[src/rtl/mem_arb_pkg.sv]
// Shared types and default sizes for the IF/MEM memory port arbiter.
// Contents:
//   arb_state_e : arbiter FSM states (idle / waiting for memory response)
//   arb_owner_e : which requester owns the outstanding transaction
//   *_DEF       : default address/data widths and starvation limit
//   STARVE_CNT_W: width of the starvation counter (covers limits 1..15)
package mem_arb_pkg;

    localparam int unsigned ADDR_W_DEF       = 32;
    localparam int unsigned DATA_W_DEF       = 32;
    localparam int unsigned STARVE_LIMIT_DEF = 4;
    localparam int unsigned STARVE_CNT_W     = 4;

    typedef enum logic [0:0] {
        ARB_IDLE = 1'b0,
        ARB_WAIT = 1'b1
    } arb_state_e;

    typedef enum logic [1:0] {
        OWN_NONE = 2'b00,
        OWN_I    = 2'b01,
        OWN_D    = 2'b10
    } arb_owner_e;

endpackage : mem_arb_pkg

[src/rtl/mem_arb_prio.sv]
// Priority select between the fetch (I) and data (D) requesters plus the
// starvation counter that bounds how long a pending fetch can lose to D.
// Ports:
//   clk, rst      : clock, asynchronous active-low reset
//   i_req, d_req  : raw requests from the two pipeline stages
//   gnt_i, gnt_d  : grant events actually taken this cycle (IDLE only)
//   sel_i, sel_d  : one-hot (or zero) winner of the current arbitration
module mem_arb_prio
    import mem_arb_pkg::*;
#(
    parameter int unsigned STARVE_LIMIT = STARVE_LIMIT_DEF
) (
    input  logic clk,
    input  logic rst,
    input  logic i_req,
    input  logic d_req,
    input  logic gnt_i,
    input  logic gnt_d,
    output logic sel_i,
    output logic sel_d
);

    localparam logic [STARVE_CNT_W-1:0] LIMIT = STARVE_CNT_W'(STARVE_LIMIT);

    logic [STARVE_CNT_W-1:0] starve_cnt_q;
    logic [STARVE_CNT_W-1:0] starve_cnt_d;
    logic                    force_i;

    // Winner select: D normally wins, I wins once D has had LIMIT grants in a row.
    always_comb begin
        force_i = (starve_cnt_q == LIMIT);
        sel_i   = i_req & (~d_req | force_i);
        sel_d   = d_req & ~sel_i;
    end

    // Starvation counter next value: only counts D grants while a fetch is waiting.
    always_comb begin
        starve_cnt_d = starve_cnt_q;
        if (!i_req) begin
            starve_cnt_d = {STARVE_CNT_W{1'b0}};
        end else if (gnt_i) begin
            starve_cnt_d = {STARVE_CNT_W{1'b0}};
        end else if (gnt_d && (starve_cnt_q != LIMIT)) begin
            starve_cnt_d = starve_cnt_q + {{(STARVE_CNT_W-1){1'b0}}, 1'b1};
        end else begin
            starve_cnt_d = starve_cnt_q;
        end
    end

    // Starvation counter register.
    always_ff @(posedge clk or negedge rst) begin
        if (!rst) begin
            starve_cnt_q <= {STARVE_CNT_W{1'b0}};
        end else begin
            starve_cnt_q <= starve_cnt_d;
        end
    end

endmodule : mem_arb_prio

[src/rtl/mem_port_arbiter.sv]
// Shares one single-ported memory between the IF and MEM pipeline stages.
// Only one memory transaction is outstanding at a time; the registered
// response is routed back to whichever stage owns it. A fetch in flight can
// be discarded with i_kill (branch redirect).
// Ports:
//   clk, rst                      : clock, asynchronous active-low reset
//   i_req/i_addr/i_kill           : fetch request, address, discard in-flight fetch
//   i_gnt/i_rvalid/i_rdata        : fetch accepted, response pulse, instruction
//   d_req/d_we/d_be/d_addr/d_wdata: data request fields (store when d_we=1)
//   d_gnt/d_rvalid/d_rdata        : data accepted, response pulse, load data (0 for stores)
//   m_req/m_we/m_be/m_addr/m_wdata: request to memory (zero while waiting)
//   m_gnt/m_rvalid/m_rdata        : memory accept, response pulse, read data
// Optional build macro ARB_PERF_CNT_EN adds saturating performance counters
//   perf_conflict_cnt (IDLE cycles with both requests) and perf_drop_cnt
//   (fetch responses discarded by i_kill).
module mem_port_arbiter
    import mem_arb_pkg::*;
#(
    parameter int unsigned ADDR_W       = ADDR_W_DEF,
    parameter int unsigned DATA_W       = DATA_W_DEF,
    parameter int unsigned STARVE_LIMIT = STARVE_LIMIT_DEF
) (
    input  logic                  clk,
    input  logic                  rst,
    input  logic                  i_req,
    input  logic [ADDR_W-1:0]     i_addr,
    input  logic                  i_kill,
    output logic                  i_gnt,
    output logic                  i_rvalid,
    output logic [DATA_W-1:0]     i_rdata,
    input  logic                  d_req,
    input  logic                  d_we,
    input  logic [DATA_W/8-1:0]   d_be,
    input  logic [ADDR_W-1:0]     d_addr,
    input  logic [DATA_W-1:0]     d_wdata,
    output logic                  d_gnt,
    output logic                  d_rvalid,
    output logic [DATA_W-1:0]     d_rdata,
`ifdef ARB_PERF_CNT_EN
    output logic [31:0]           perf_conflict_cnt,
    output logic [15:0]           perf_drop_cnt,
`endif
    output logic                  m_req,
    output logic                  m_we,
    output logic [DATA_W/8-1:0]   m_be,
    output logic [ADDR_W-1:0]     m_addr,
    output logic [DATA_W-1:0]     m_wdata,
    input  logic                  m_gnt,
    input  logic                  m_rvalid,
    input  logic [DATA_W-1:0]     m_rdata
);

    localparam int unsigned BE_W = DATA_W / 8;

    arb_state_e        state_q, state_d;
    arb_owner_e        owner_q, owner_d;
    logic              drop_q, drop_d;
    logic              store_q, store_d;     // owner D transaction is a store
    logic              i_rvalid_q, i_rvalid_d;
    logic [DATA_W-1:0] i_rdata_q, i_rdata_d;
    logic              d_rvalid_q, d_rvalid_d;
    logic [DATA_W-1:0] d_rdata_q, d_rdata_d;
    logic              drop_evt;             // a fetch response is being discarded
    logic              sel_i, sel_d;

    mem_arb_prio #(
        .STARVE_LIMIT (STARVE_LIMIT)
    ) u_prio (
        .clk   (clk),
        .rst   (rst),
        .i_req (i_req),
        .d_req (d_req),
        .gnt_i (i_gnt),
        .gnt_d (d_gnt),
        .sel_i (sel_i),
        .sel_d (sel_d)
    );

    // State register plus registered responses; reset aborts any transaction.
    always_ff @(posedge clk or negedge rst) begin
        if (!rst) begin
            state_q    <= ARB_IDLE;
            owner_q    <= OWN_NONE;
            drop_q     <= 1'b0;
            store_q    <= 1'b0;
            i_rvalid_q <= 1'b0;
            i_rdata_q  <= {DATA_W{1'b0}};
            d_rvalid_q <= 1'b0;
            d_rdata_q  <= {DATA_W{1'b0}};
        end else begin
            state_q    <= state_d;
            owner_q    <= owner_d;
            drop_q     <= drop_d;
            store_q    <= store_d;
            i_rvalid_q <= i_rvalid_d;
            i_rdata_q  <= i_rdata_d;
            d_rvalid_q <= d_rvalid_d;
            d_rdata_q  <= d_rdata_d;
        end
    end

    // Next-state logic: grant latching, response capture and fetch discard.
    always_comb begin
        state_d    = state_q;
        owner_d    = owner_q;
        drop_d     = drop_q;
        store_d    = store_q;
        i_rvalid_d = 1'b0;
        i_rdata_d  = i_rdata_q;
        d_rvalid_d = 1'b0;
        d_rdata_d  = d_rdata_q;
        drop_evt   = 1'b0;
        case (state_q)
            ARB_IDLE: begin
                if (d_gnt) begin
                    state_d = ARB_WAIT;
                    owner_d = OWN_D;
                    store_d = d_we;
                    drop_d  = 1'b0;
                end else if (i_gnt) begin
                    state_d = ARB_WAIT;
                    owner_d = OWN_I;
                    store_d = 1'b0;
                    drop_d  = 1'b0;
                end else begin
                    state_d = ARB_IDLE;
                end
            end
            ARB_WAIT: begin
                if (m_rvalid) begin
                    state_d = ARB_IDLE;
                    owner_d = OWN_NONE;
                    drop_d  = 1'b0;
                    store_d = 1'b0;
                    case (owner_q)
                        OWN_I: begin
                            // A kill arriving together with the response still discards it.
                            if (drop_q || i_kill) begin
                                drop_evt = 1'b1;
                            end else begin
                                i_rvalid_d = 1'b1;
                                i_rdata_d  = m_rdata;
                            end
                        end
                        OWN_D: begin
                            d_rvalid_d = 1'b1;
                            d_rdata_d  = store_q ? {DATA_W{1'b0}} : m_rdata;
                        end
                        default: begin
                            drop_evt = 1'b0;
                        end
                    endcase
                end else if ((owner_q == OWN_I) && i_kill) begin
                    drop_d = 1'b1;
                end else begin
                    drop_d = drop_q;
                end
            end
            default: begin
                state_d = ARB_IDLE;
                owner_d = OWN_NONE;
                drop_d  = 1'b0;
                store_d = 1'b0;
            end
        endcase
    end

    // Output logic: memory request mux and grants, only driven in IDLE.
    always_comb begin
        m_req   = 1'b0;
        m_we    = 1'b0;
        m_be    = {BE_W{1'b0}};
        m_addr  = {ADDR_W{1'b0}};
        m_wdata = {DATA_W{1'b0}};
        i_gnt   = 1'b0;
        d_gnt   = 1'b0;
        if (state_q == ARB_IDLE) begin
            m_req = i_req | d_req;
            if (sel_d) begin
                m_we    = d_we;
                m_be    = d_be;
                m_addr  = d_addr;
                m_wdata = d_wdata;
                d_gnt   = m_gnt;
            end else if (sel_i) begin
                m_we    = 1'b0;
                m_be    = {BE_W{1'b1}};
                m_addr  = i_addr;
                m_wdata = {DATA_W{1'b0}};
                i_gnt   = m_gnt;
            end else begin
                m_req = 1'b0;
            end
        end else begin
            m_req = 1'b0;
        end
    end

    assign i_rvalid = i_rvalid_q;
    assign i_rdata  = i_rdata_q;
    assign d_rvalid = d_rvalid_q;
    assign d_rdata  = d_rdata_q;

`ifdef ARB_PERF_CNT_EN
    logic [31:0] perf_conflict_cnt_q, perf_conflict_cnt_d;
    logic [15:0] perf_drop_cnt_q, perf_drop_cnt_d;

    // Performance counter next values, both saturating.
    always_comb begin
        perf_conflict_cnt_d = perf_conflict_cnt_q;
        perf_drop_cnt_d     = perf_drop_cnt_q;
        if ((state_q == ARB_IDLE) && i_req && d_req && (perf_conflict_cnt_q != 32'hFFFF_FFFF)) begin
            perf_conflict_cnt_d = perf_conflict_cnt_q + 32'd1;
        end else begin
            perf_conflict_cnt_d = perf_conflict_cnt_q;
        end
        if (drop_evt && (perf_drop_cnt_q != 16'hFFFF)) begin
            perf_drop_cnt_d = perf_drop_cnt_q + 16'd1;
        end else begin
            perf_drop_cnt_d = perf_drop_cnt_q;
        end
    end

    // Performance counter registers.
    always_ff @(posedge clk or negedge rst) begin
        if (!rst) begin
            perf_conflict_cnt_q <= 32'd0;
            perf_drop_cnt_q     <= 16'd0;
        end else begin
            perf_conflict_cnt_q <= perf_conflict_cnt_d;
            perf_drop_cnt_q     <= perf_drop_cnt_d;
        end
    end

    assign perf_conflict_cnt = perf_conflict_cnt_q;
    assign perf_drop_cnt     = perf_drop_cnt_q;
`else
    // Without the counters the discard event only steers the response path.
    logic unused_drop_evt;
    assign unused_drop_evt = drop_evt;
`endif

endmodule : mem_port_arbiter

[config.mk]
export PLATFORM = sky130hd
export DESIGN_NAME = mem_port_arbiter
export DESIGN_NICKNAME = d
export VERILOG_FILES = /design/src/rtl/mem_arb_pkg.sv /design/src/rtl/mem_arb_prio.sv /design/src/rtl/mem_port_arbiter.sv
export SDC_FILE = /design/constraint.sdc
export NUM_CORES = 1
export LEC_CHECK = 0
export BUFFER_PORTS_ARGS = -buffer_cell sky130_fd_sc_hd__buf_2
export CORE_AREA = 3 3 106 108
export DETAILED_ROUTE_END_ITERATION = 10
export DIE_AREA = 0 0 109 111
export PLACE_DENSITY_LB_ADDON = 0.2
export SLEW_MARGIN = 30
export SYNTH_ARGS = -nofsm -noshare
export SYNTH_HDL_FRONTEND = slang
export SYNTH_SLANG_ARGS = --single-unit
[constraint.sdc]
create_clock -name clk -period 1.85 [get_ports clk]
set_input_delay 0.185 -clock clk [delete_from_list [all_inputs] [get_ports clk]]
set_output_delay 0.185 -clock clk [all_outputs]
set_load 0.02 [all_outputs]
==> flow_metrics.env, run 1 <==
export IMPL_finalClockSkew_ps=9.82
export IMPL_antenna_left=0
export IMPL_wl_um=13900
export IMPL_synth_area_um2=3780
export IMPL_setup_viol=71
export IMPL_antenna_found_initial=0
export IMPL_syn2layout_area_growth_pct=65.6
export IMPL_finalHoldViolCount=0
export IMPL_ctsHtreeMaxLevel=3
export IMPL_vias_per_cell=4.84
export IMPL_switching_share=0.396
export IMPL_clkPwrFrac=0.178
export IMPL_cts_tree="yes"
export IMPL_cp_top_family="buffers and inverters"
export IMPL_numCtsBuffers=9
export IMPL_endpoint_kind="output port"
export IMPL_p_leak_nw=3.36
export IMPL_fin_hold_ws_ps=82.5
export IMPL_clk_pin_slew_worst_paths_ps=80
export IMPL_ir_drop_mv=0.602
export IMPL_vias=3748
export IMPL_p_seq_frac=0.364
export IMPL_fmax_mhz=472
export IMPL_violations="setup timing"
export IMPL_dr_pass1_iters=4
export IMPL_drive_above_1_share=0.620
export IMPL_synth_commonest_cells="dfrtp_1, nand2_1, a22o_1, nand2b_1, o21ai_0"
export IMPL_num_rows=37
export IMPL_internal_power_mw=4.34
export IMPL_synth_area_leaders="dfrtp_1, mux2_2, a22o_1"
export IMPL_hold_path_class="primary input to register"
export IMPL_diodes=0
export IMPL_hpwl_um=10000
export IMPL_cpPeakStageDelay_ps=390
export IMPL_syn_avg_cell_area_um2=11.1
export IMPL_core_area_um2=10300
export IMPL_dieWidth_um=109
export IMPL_yosysWarningCount=0
export IMPL_io_pins=278
export IMPL_yosysSeqAreaShare=0.496
export IMPL_grt_overflow_total=0
export IMPL_grt_pass1_vias=3769
export IMPL_die_h_um=111
export IMPL_crit_chain="inv_2 -> ha_4 -> nand3b_4 -> a211oi_4 -> buf_6 -> clkbuf_16 -> a22o_1 -> buf_6"
export IMPL_numClockSinks=75
export IMPL_crit_arrival_ps=1930
export IMPL_synth_seq_cells=75
export IMPL_rsz0062_at_grt="true"
export IMPL_yosysTopAreaCell="dfrtp_1"
export IMPL_worst_path_buf_inv=4
export IMPL_cap_viol_max_count=0
export IMPL_critPathKind="register to output port"
export IMPL_synth_cells=342
export IMPL_cp_slowest_cell="dfrtp_1"
export IMPL_min_period_over_period=1.15
export IMPL_power_switching_mw=2.85
export IMPL_fill_cells=882
export IMPL_drt_iter0_markers=171
export IMPL_synth_edf_count=0
export IMPL_dieArea_um2=12100
export IMPL_outcome="finished, violations left"
export IMPL_gp_congestion=0.894
export IMPL_synth_cell_types=33
export IMPL_grt_first_pass_wirelength_um=20400
export IMPL_final_nets=776
export IMPL_combPwrFrac=0.458
export IMPL_crit_path_frequent_cell="buf_6"
export IMPL_initial_core_util=0.366
export IMPL_track_usage=0.219
export IMPL_cp_start_kind="register"
export IMPL_p_per_area_nw_per_um2=1150
export IMPL_relSlewSlack=0.647
export IMPL_dp_slack_ps=9.87
export IMPL_synthFlopType="dfrtp_1"
export IMPL_async_flop_share=1.00
export IMPL_grt_max_degree=76
export IMPL_yosysMostFrequentCell="dfrtp_1"
export IMPL_min_period_ps=2120
export IMPL_crit_fanout=8
export IMPL_detail_route_wl_per_cell_um=17.9
export IMPL_root_buffer="clkbuf_8"
export IMPL_drv_slew=0
export IMPL_cts_buffer_depth=2
export IMPL_port_buffer_count=277
export IMPL_synth_top_area_frac=0.496
export IMPL_cp_required_ps=1660
export IMPL_clkLatencyLatePin_ps=350
export IMPL_fin_ws_ps=-270
export IMPL_drc=0
export IMPL_synth_nets=484
export IMPL_worstMarginPinSlew_ps=529
[power groups by stage]
stage               clock, mW  combinational, mW  sequential (mW)
finish                   1.28               3.29             2.61
global route             1.40               3.54             2.70
CTS                      1.31               3.23             2.62
detailed placement          0               3.02             2.65
global placement            0               2.97             2.61
floorplan                   0               1.02             3.40
[layer usage]
layer | share of wire | vias to the layer above | GRT usage
li1 | - | 1789 | -
met4 | 0.027 | 0 | 0.0867
met2 | 0.51 | 165 | 0.369
met1 | 0.37 | 1767 | 0.256
met3 | 0.096 | 27 | 0.0687
met5 | 0 | - | 0
[final cells by class]
cell class	count	area, µm²	share of cell area
timing repair buffer	304	2200	0.351
sequential	75	1880	0.300
multi-input combinational	238	1790	0.286
tap	136	170	0.0272
clock buffer	11	141	0.0226
clock inverter	5	61.3	0.00979
inverter	6	22.5	0.00360
[worst reg2reg max path, cell delays in order, from the launching register on]
cell	delay, ps
dfrtp_1	390
inv_2	80
ha_4	140
nand3b_4	100
o211a_4	340
buf_12	170
buf_4	130
a32o_1	240
[path summary, 6_finish.rpt]
kind,depth (start not counted),to,start,slack (ps)
max reg2reg,7,store_q,u_prio.starve_cnt_q[0],160
min,2,i_rdata[5],m_rdata[5],80
min in group asynchronous,3,d_rdata[18],rst,390
min reg2reg,2,d_rdata[1],d_rdata[1],480
max in group asynchronous,3,store_q,rst,1110
max,8,m_addr[18],u_prio.starve_cnt_q[0],-270
[cell usage in the layout, fill, tap and decap left out, types with 3 or more instances in the layout]
| cell type | count |
|---|---|
| o21a_1 | 5 |
| and2_4 | 33 |
| a22o_1 | 33 |
| clkbuf_8 | 10 |
| buf_4 | 16 |
| dfrtp_1 | 74 |
| nand4b_1 | 3 |
| buf_16 | 3 |
| nand4_1 | 3 |
| nand2_1 | 35 |
| nand2b_1 | 33 |
| inv_2 | 3 |
| mux2_2 | 32 |
| buf_12 | 6 |
| buf_2 | 209 |
| clkinvlp_4 | 3 |
| buf_6 | 66 |
| o21ai_0 | 32 |
| inv_1 | 3 |
| clkbuf_16 | 3 |
| nor2_1 | 3 |
[sequential cells by signal (all words and copies together) (netlist names), 2 cells and up]
name,flops
i_rdata,32
d_rdata,32
u_prio.starve_cnt_q,4
owner_q,2
[kinds of logic after synthesis]
family                     share of synthesized area
adders and majority gates                    0.00661
muxes                                         0.0953
buffers and inverters                         0.0509
AOI/OAI and AO/OA                              0.156
and+or+nand+nor                                0.195
DFF                                            0.496
[per-stage QoR]
step / std cells / power, mW / setup TNS, ps / util / area (µm²)
2_1_floorplan: 342 / 4.42 / 0 / - / 3780
3_3_place_gp: 744 / 5.59 / 0 / 0.518 / 5350
3_5_place_dp: 744 / 5.68 / 0 / 0.518 / 5350
4_1_cts: 771 / 7.16 / -19580 / 0.582 / 6010
5_1_grt: 775 / 7.64 / -20150 / 0.607 / 6260
6_report: 775 / 7.18 / -14080 / 0.607 / 6260
[timing repair]
item	4_1_cts	5_1_grt
cloned	5	4
hold buffers	1	0
buffers inserted	5	0
pin swaps	12	27
endpoints found under the setup margin	71	71
hold endpoints to repair	75	0
gates resized for setup	106	51
Note: power is estimated with default switching activity, not from simulation.
==> inputs of run 2 (changes only) <==
Settings changed: CELL_PAD_IN_SITES_DETAIL_PLACEMENT set to 1, CELL_PAD_IN_SITES_GLOBAL_PLACEMENT set to 1, CORE_AREA 3 3 106 108 to unset, CORE_MARGIN set to 3, CORE_UTILIZATION set to 29, DIE_AREA 0 0 109 111 to unset.
==> run 2 against run 1 <==
Net effect:
- the flow still finishes with violations (setup timing)
- combinational power fell by 3%
- clock skew fell by 4.4 ps
- design area fell by 2.3%
- via count rose by 0.96%
- fmax rose by 1.8%
- final cell count rose by 4.6%
- die area rose by 19%
- largest power group unchanged
- critical path depth fell by 1
==> flow_metrics.env, run 2 (synthesis gave the netlist of run 1 again) <==
export IMPL_outcome="finished, violations left"
export IMPL_violations="setup timing"
export IMPL_setup_viol=70
export IMPL_antenna_left=0
export IMPL_drc=0
export IMPL_port_buffer_count=277
export IMPL_vias_per_cell=4.67
export IMPL_switching_share=0.389
export IMPL_gr_max_usage_layer="met2"
export IMPL_fmax_mhz=480
export IMPL_dp_slack_ps=-17.2
export IMPL_crit_fanout=6
export IMPL_worstMarginPinSlew_ps=435
export IMPL_use_met2=0.343
export IMPL_final_nets=776
export IMPL_initial_core_util=0.299
export IMPL_hold_path_class="primary input to register"
export IMPL_cp_start_kind="register"
export IMPL_relSlewSlack=0.709
export IMPL_finalHoldViolCount=0
export IMPL_p_seq_frac=0.353
export IMPL_crit_arrival_ps=1900
export IMPL_dieArea_um2=14400
export IMPL_hpwl_um=10700
export IMPL_mostFrequentLayoutCell="buf_2"
export IMPL_cts_buffer_depth=2
export IMPL_p_leak_nw=3.33
export IMPL_p_per_area_nw_per_um2=1200
export IMPL_antenna_found_initial=0
export IMPL_numCtsBuffers=9
export IMPL_root_buffer="clkbuf_16"
export IMPL_num_rows=41
export IMPL_cp_required_ps=1660
export IMPL_track_usage=0.181
export IMPL_clk_pin_slew_worst_paths_ps=60
export IMPL_internal_power_mw=4.50
export IMPL_gp_congestion=0.947
export IMPL_numClockSinks=75
export IMPL_dr_pass1_iters=4
export IMPL_layout_common_cells="buf_2, dfrtp_1, buf_6, nand2_1"
export IMPL_ir_drop_mv=0.530
export IMPL_grt_pass1_vias=4017
export IMPL_combPwrFrac=0.434
export IMPL_ctsHtreeMaxLevel=3
export IMPL_min_period_ps=2080
export IMPL_clkPwrFrac=0.212
export IMPL_vias=3784
export IMPL_drive_above_1_share=0.595
export IMPL_clkLatencyLatePin_ps=310
export IMPL_drv_slew=0
export IMPL_min_period_over_period=1.13
export IMPL_syn2layout_area_growth_pct=61.8
export IMPL_die_h_um=120
export IMPL_detail_route_wl_per_cell_um=17.6
export IMPL_io_pins=278
export IMPL_wl_um=14300
export IMPL_fin_hold_ws_ps=117
export IMPL_dieWidth_um=120
export IMPL_use_met1=0.198
export IMPL_use_met3=0.0500
export IMPL_cap_viol_max_count=0
export IMPL_drt_iter0_markers=139
export IMPL_cts_tree="yes"
export IMPL_grt_first_pass_wirelength_um=20900
export IMPL_power_switching_mw=2.87
export IMPL_finalClockSkew_ps=5.39
export IMPL_fin_ws_ps=-232
export IMPL_critPathKind="register to output port"
export IMPL_rsz0062_at_grt="true"
export IMPL_grt_overflow_total=0
export IMPL_endpoint_kind="output port"
export IMPL_grt_max_degree=53
export IMPL_core_area_um2=12700
export IMPL_diodes=0
[run 2: changes by cell type in the layout (fill, tap and decap cells not counted), sizes merged]
cell,before,now
clkinv,0,3
clkinvlp,3,1
buf,300,301
bufinv,1,0
o211a,3,2
[run 2: routing by layer]
metal  part of all wire  vias to the layer above  routed length (µm)
met3              0.071                       20                1010
li1                   -                     1777                   -
met1               0.37                     1830                5270
met4              0.018                        0                 261
met5                  0                        -                   0
met2               0.54                      157                7710
[run 2: final cells by class]
cell class | instances | area [µm²]
Timing Repair Buffer | 305 | 1990
Sequential cell | 75 | 1880
Multi-Input combinational cell | 237 | 1750
Fill cell | 1517 | 6550
Inverter | 6 | 22.5
Tap cell | 172 | 215
Clock buffer | 11 | 233
Clock inverter | 5 | 38.8
[run 2: critical path, stage by stage (launching register included)]
cell and delay, ps:
dfrtp_1 390, inv_2 80, ha_4 140, nand3b_4 120
o211a_4 320, clkbuf_16 170, a22o_1 220, buf_6 140
[run 2: metrics by stage]
step / setup TNS (ps) / power [mW] / utilization / cells / cell area [µm²]
floorplan: 0 / 4.42 / - / 342 / 3780
global placement: 0 / 5.58 / 0.424 / 779 / 5380
detailed placement: -21.9 / 5.68 / 0.424 / 779 / 5380
CTS: -14870 / 7.36 / 0.460 / 801 / 5820
global route: -18030 / 7.85 / 0.483 / 811 / 6120
finish: -12560 / 7.37 / 0.483 / 811 / 6120
[run 2: final timing paths]
check	start	to	slack (ps)	cells past startpoint
worst min-delay path	m_rdata[21]	i_rdata[21]	120	2
worst min register to register	d_rdata[18]	d_rdata[18]	470	2
worst max register to register	u_prio.starve_cnt_q[0]	store_q	250	6
max in group asynchronous	rst	d_rdata[13]	890	3
worst max-delay path	u_prio.starve_cnt_q[0]	m_addr[10]	-230	7
min in group asynchronous	rst	d_rdata[7]	370	2
[run 2: power groups by stage]
stage	sequential, mW	combinational [mW]	clock, mW
2_1_floorplan	3.40	1.02	0
3_3_place_gp	2.61	2.97	0
3_5_place_dp	2.64	3.04	0
4_1_cts	2.62	3.12	1.63
5_1_grt	2.70	3.45	1.70
6_report	2.60	3.20	1.57
[run 2: timing repair]
item | in CTS | in global routing
hold buffers | 1 | 0
resized for setup | 34 | 51
setup endpoints to repair | 70 | 71
endpoints found under the hold margin | 30 | 0
pin swaps | 9 | 29
buffers inserted | 4 | 4
cloned | 1 | 6
==> inputs of run 3 (changes only) <==
Settings changed: ABC_AREA set to 1, CORE_UTILIZATION 29 to 27.
==> run 3 against run 2 <==
Net effect:
- the flow still finishes with violations (setup timing)
- sequential share of layout area shrank 2.6 points
- die area grew 11%
- routed wire length grew 16%
- utilization shrank 0.94 points
- setup slack gained 68 ps
- hold slack lost 55 ps
- final cell count grew 23%
- critical path type unchanged
- critical endpoint is now m_addr[12]
==> flow_metrics.env, run 3 <==
export IMPL_outcome="finished, violations left"
export IMPL_violations="setup timing"
export IMPL_internal_power_mw=4.64
export IMPL_finalClockSkew_ps=7.63
export IMPL_synth_seq_cells=75
export IMPL_grt_first_pass_wirelength_um=24900
export IMPL_grt_pass1_vias=4925
export IMPL_power_mw=7.70
export IMPL_crit_fanout=8
export IMPL_track_usage=0.193
export IMPL_hold_path_class="primary input to register"
export IMPL_layout_common_cells="buf_2, nand2_1, nand3_1, inv_1, dfrtp_1"
export IMPL_cts_tree="yes"
export IMPL_cp_start_kind="register"
export IMPL_cts_buffer_depth=2
export IMPL_antenna_left=0
export IMPL_critPathKind="register to output port"
export IMPL_clkLatencyLatePin_ps=330
export IMPL_crit_chain="inv_1 -> ha_4 -> nand2_4 -> nor2_4 -> nor2_4 -> nor2_8 -> clkbuf_16 -> nand3_1 -> nand2_1 -> buf_6"
export IMPL_numClockSinks=75
export IMPL_grt_overflow_total=0
export IMPL_drc=0
export IMPL_synth_commonest_cells="nand2_1, nand3_1, inv_1"
export IMPL_die_h_um=127
export IMPL_vias_per_cell=4.63
export IMPL_synth_nets=673
export IMPL_vias=4618
export IMPL_num_rows=43
export IMPL_relSlewSlack=0.603
export IMPL_drive_above_1_share=0.477
export IMPL_dr_pass1_iters=4
export IMPL_fin_tns_setup_ps=-7740
export IMPL_worstMarginPinSlew_ps=595
export IMPL_rsz0062_at_grt="true"
export IMPL_cap_viol_max_count=0
export IMPL_drv_slew=0
export IMPL_yosysWarningCount=0
export IMPL_syn2layout_area_growth_pct=69.5
export IMPL_yosysMostFrequentCell="nand2_1"
export IMPL_finalHoldViolCount=0
export IMPL_hpwl_um=12000
export IMPL_fill_cells=1801
export IMPL_synth_top_area_frac=0.476
export IMPL_grt_max_degree=45
export IMPL_crit_arrival_ps=1830
export IMPL_min_period_over_period=1.09
export IMPL_syn_avg_cell_area_um2=7.42
export IMPL_dieWidth_um=127
export IMPL_yosysTopAreaCell="dfrtp_1"
export IMPL_setup_viol=71
export IMPL_wl_um=16500
export IMPL_detail_route_wl_per_cell_um=16.6
export IMPL_gp_congestion=0.793
export IMPL_port_buffer_count=277
export IMPL_clk_pin_slew_worst_paths_ps=60
export IMPL_drt_iter0_markers=186
export IMPL_switching_share=0.398
export IMPL_synth_area_leaders="dfrtp_1, nand2_1, nand3_1"
export IMPL_yosysSeqAreaShare=0.476
export IMPL_ir_drop_mv=0.553
export IMPL_crit_path_frequent_cell="nor2_4"
export IMPL_antenna_found_initial=2
export IMPL_io_pins=278
export IMPL_synthFlopType="dfrtp_1"
export IMPL_fin_cells=997
export IMPL_final_nets=954
export IMPL_ctsHtreeMaxLevel=3
export IMPL_clkPwrFrac=0.244
export IMPL_cp_slowest_cell="dfrtp_1"
export IMPL_placed_cells=976
export IMPL_root_buffer="clkbuf_16"
export IMPL_fmax_mhz=497
export IMPL_synth_cells=531
export IMPL_numCtsBuffers=9
export IMPL_synth_cell_types=25
export IMPL_cpPeakStageDelay_ps=380
export IMPL_dieArea_um2=16100
export IMPL_core_area_um2=14100
export IMPL_p_per_area_nw_per_um2=1150
export IMPL_mostFrequentLayoutCell="buf_2"
export IMPL_combPwrFrac=0.421
export IMPL_p_seq_frac=0.335
export IMPL_p_leak_nw=3.79
export IMPL_cp_required_ps=1660
export IMPL_synth_area_um2=3940
export IMPL_synth_edf_count=0
export IMPL_power_switching_mw=3.07
export IMPL_fin_ws_ps=-163
export IMPL_rrSetupSlack_ps=380
export IMPL_initial_core_util=0.279
export IMPL_min_period_ps=2010
export IMPL_endpoint_kind="output port"
export IMPL_async_flop_share=1.00
[run 3: cell count changes in the layout (fill, tap and decap cells not counted), moves of 20 or more]
cell	previous run	this run
nand2_1	35	132
nand3_1	2	83
inv_1	3	78
a22o_1	33	0
buf_2	238	205
nand2b_1	33	0
mux2_2	32	0
nor2_2	0	21
and2_4	20	0
[run 3: cell families after synthesis]
family | share of synthesized area
xor gates and xnor gates | 0.00222
DFF | 0.476
and+or+nand+nor | 0.327
adders and majority gates | 0.00635
buffers and inverters | 0.132
AOI/OAI and AO/OA | 0.0556
[run 3: final timing paths]
check,from,end,depth (start not counted)
worst min register to register,i_rdata[22],i_rdata[22],2
worst min-delay path,m_rdata[30],i_rdata[30],3
worst max-delay path,u_prio.starve_cnt_q[1],m_addr[12],10
max in group asynchronous,rst,i_rdata[9],3
min in group asynchronous,rst,d_rdata[17],2
worst max register to register,state_q,d_rdata[18],5
[run 3: critical path: cells and delay by family, from the launching register on]
family / cells / cell delay [ps]
buffers and inverters: 3 / 410
flip-flops: 1 / 380
adder cells (fa/ha/maj): 1 / 140
AND/OR/NAND/NOR: 6 / 560
[run 3: area by class of cell]
cell class                      instances  area [µm²]  area share
Tap cell                              180         225      0.0337
Multi-Input combinational cell        339        1840       0.276
Clock buffer                           11         243      0.0364
Sequential cell                        75        1880       0.281
Timing Repair Buffer                  303        2100       0.314
Antenna cell                            1        2.50    0.000375
Clock inverter                          4        73.8      0.0111
Inverter                               84         318      0.0476
[run 3: routing by layer]
layer	routed length, µm	share of wire	vias to the layer above	GRT usage
met4	303	0.018	2	0.0669
met2	8860	0.54	147	0.346
met5	7	0.00042	-	0
li1	-	-	2214	-
met3	950	0.057	26	0.0526
met1	6410	0.39	2229	0.220
[run 3: what timing repair did]
action                                  4_1_cts  5_1_grt
endpoints found under the hold margin        43        0
gates resized for setup                     121       85
gates cloned                                  0        3
endpoints found under the setup margin       71       72
hold buffers                                  1        0
pin swaps                                     0        9
buffers inserted                              0        1
[run 3: power by group through the flow]
stage                     Combinational, mW  Clock (mW)  Sequential, mW
final                                  3.25        1.88            2.58
after global routing                   3.51        2.02            2.66
after CTS                              3.14        1.94            2.58
after detailed placement               2.97           0            2.60
after global placement                 2.90           0            2.58
after floorplan                       0.952           0            3.32
[run 3: metrics by stage]
step           worst slack [ps]  hold slack [ps]   util  instance area (µm²)
2_1_floorplan               155             -111      -                 3940
3_3_place_gp                174              227  0.397                 5600
3_5_place_dp                107              229  0.397                 5600
4_1_cts                    -159             45.7  0.446                 6280
5_1_grt                    -277             58.0  0.474                 6680
6_report                   -163             62.9  0.474                 6680
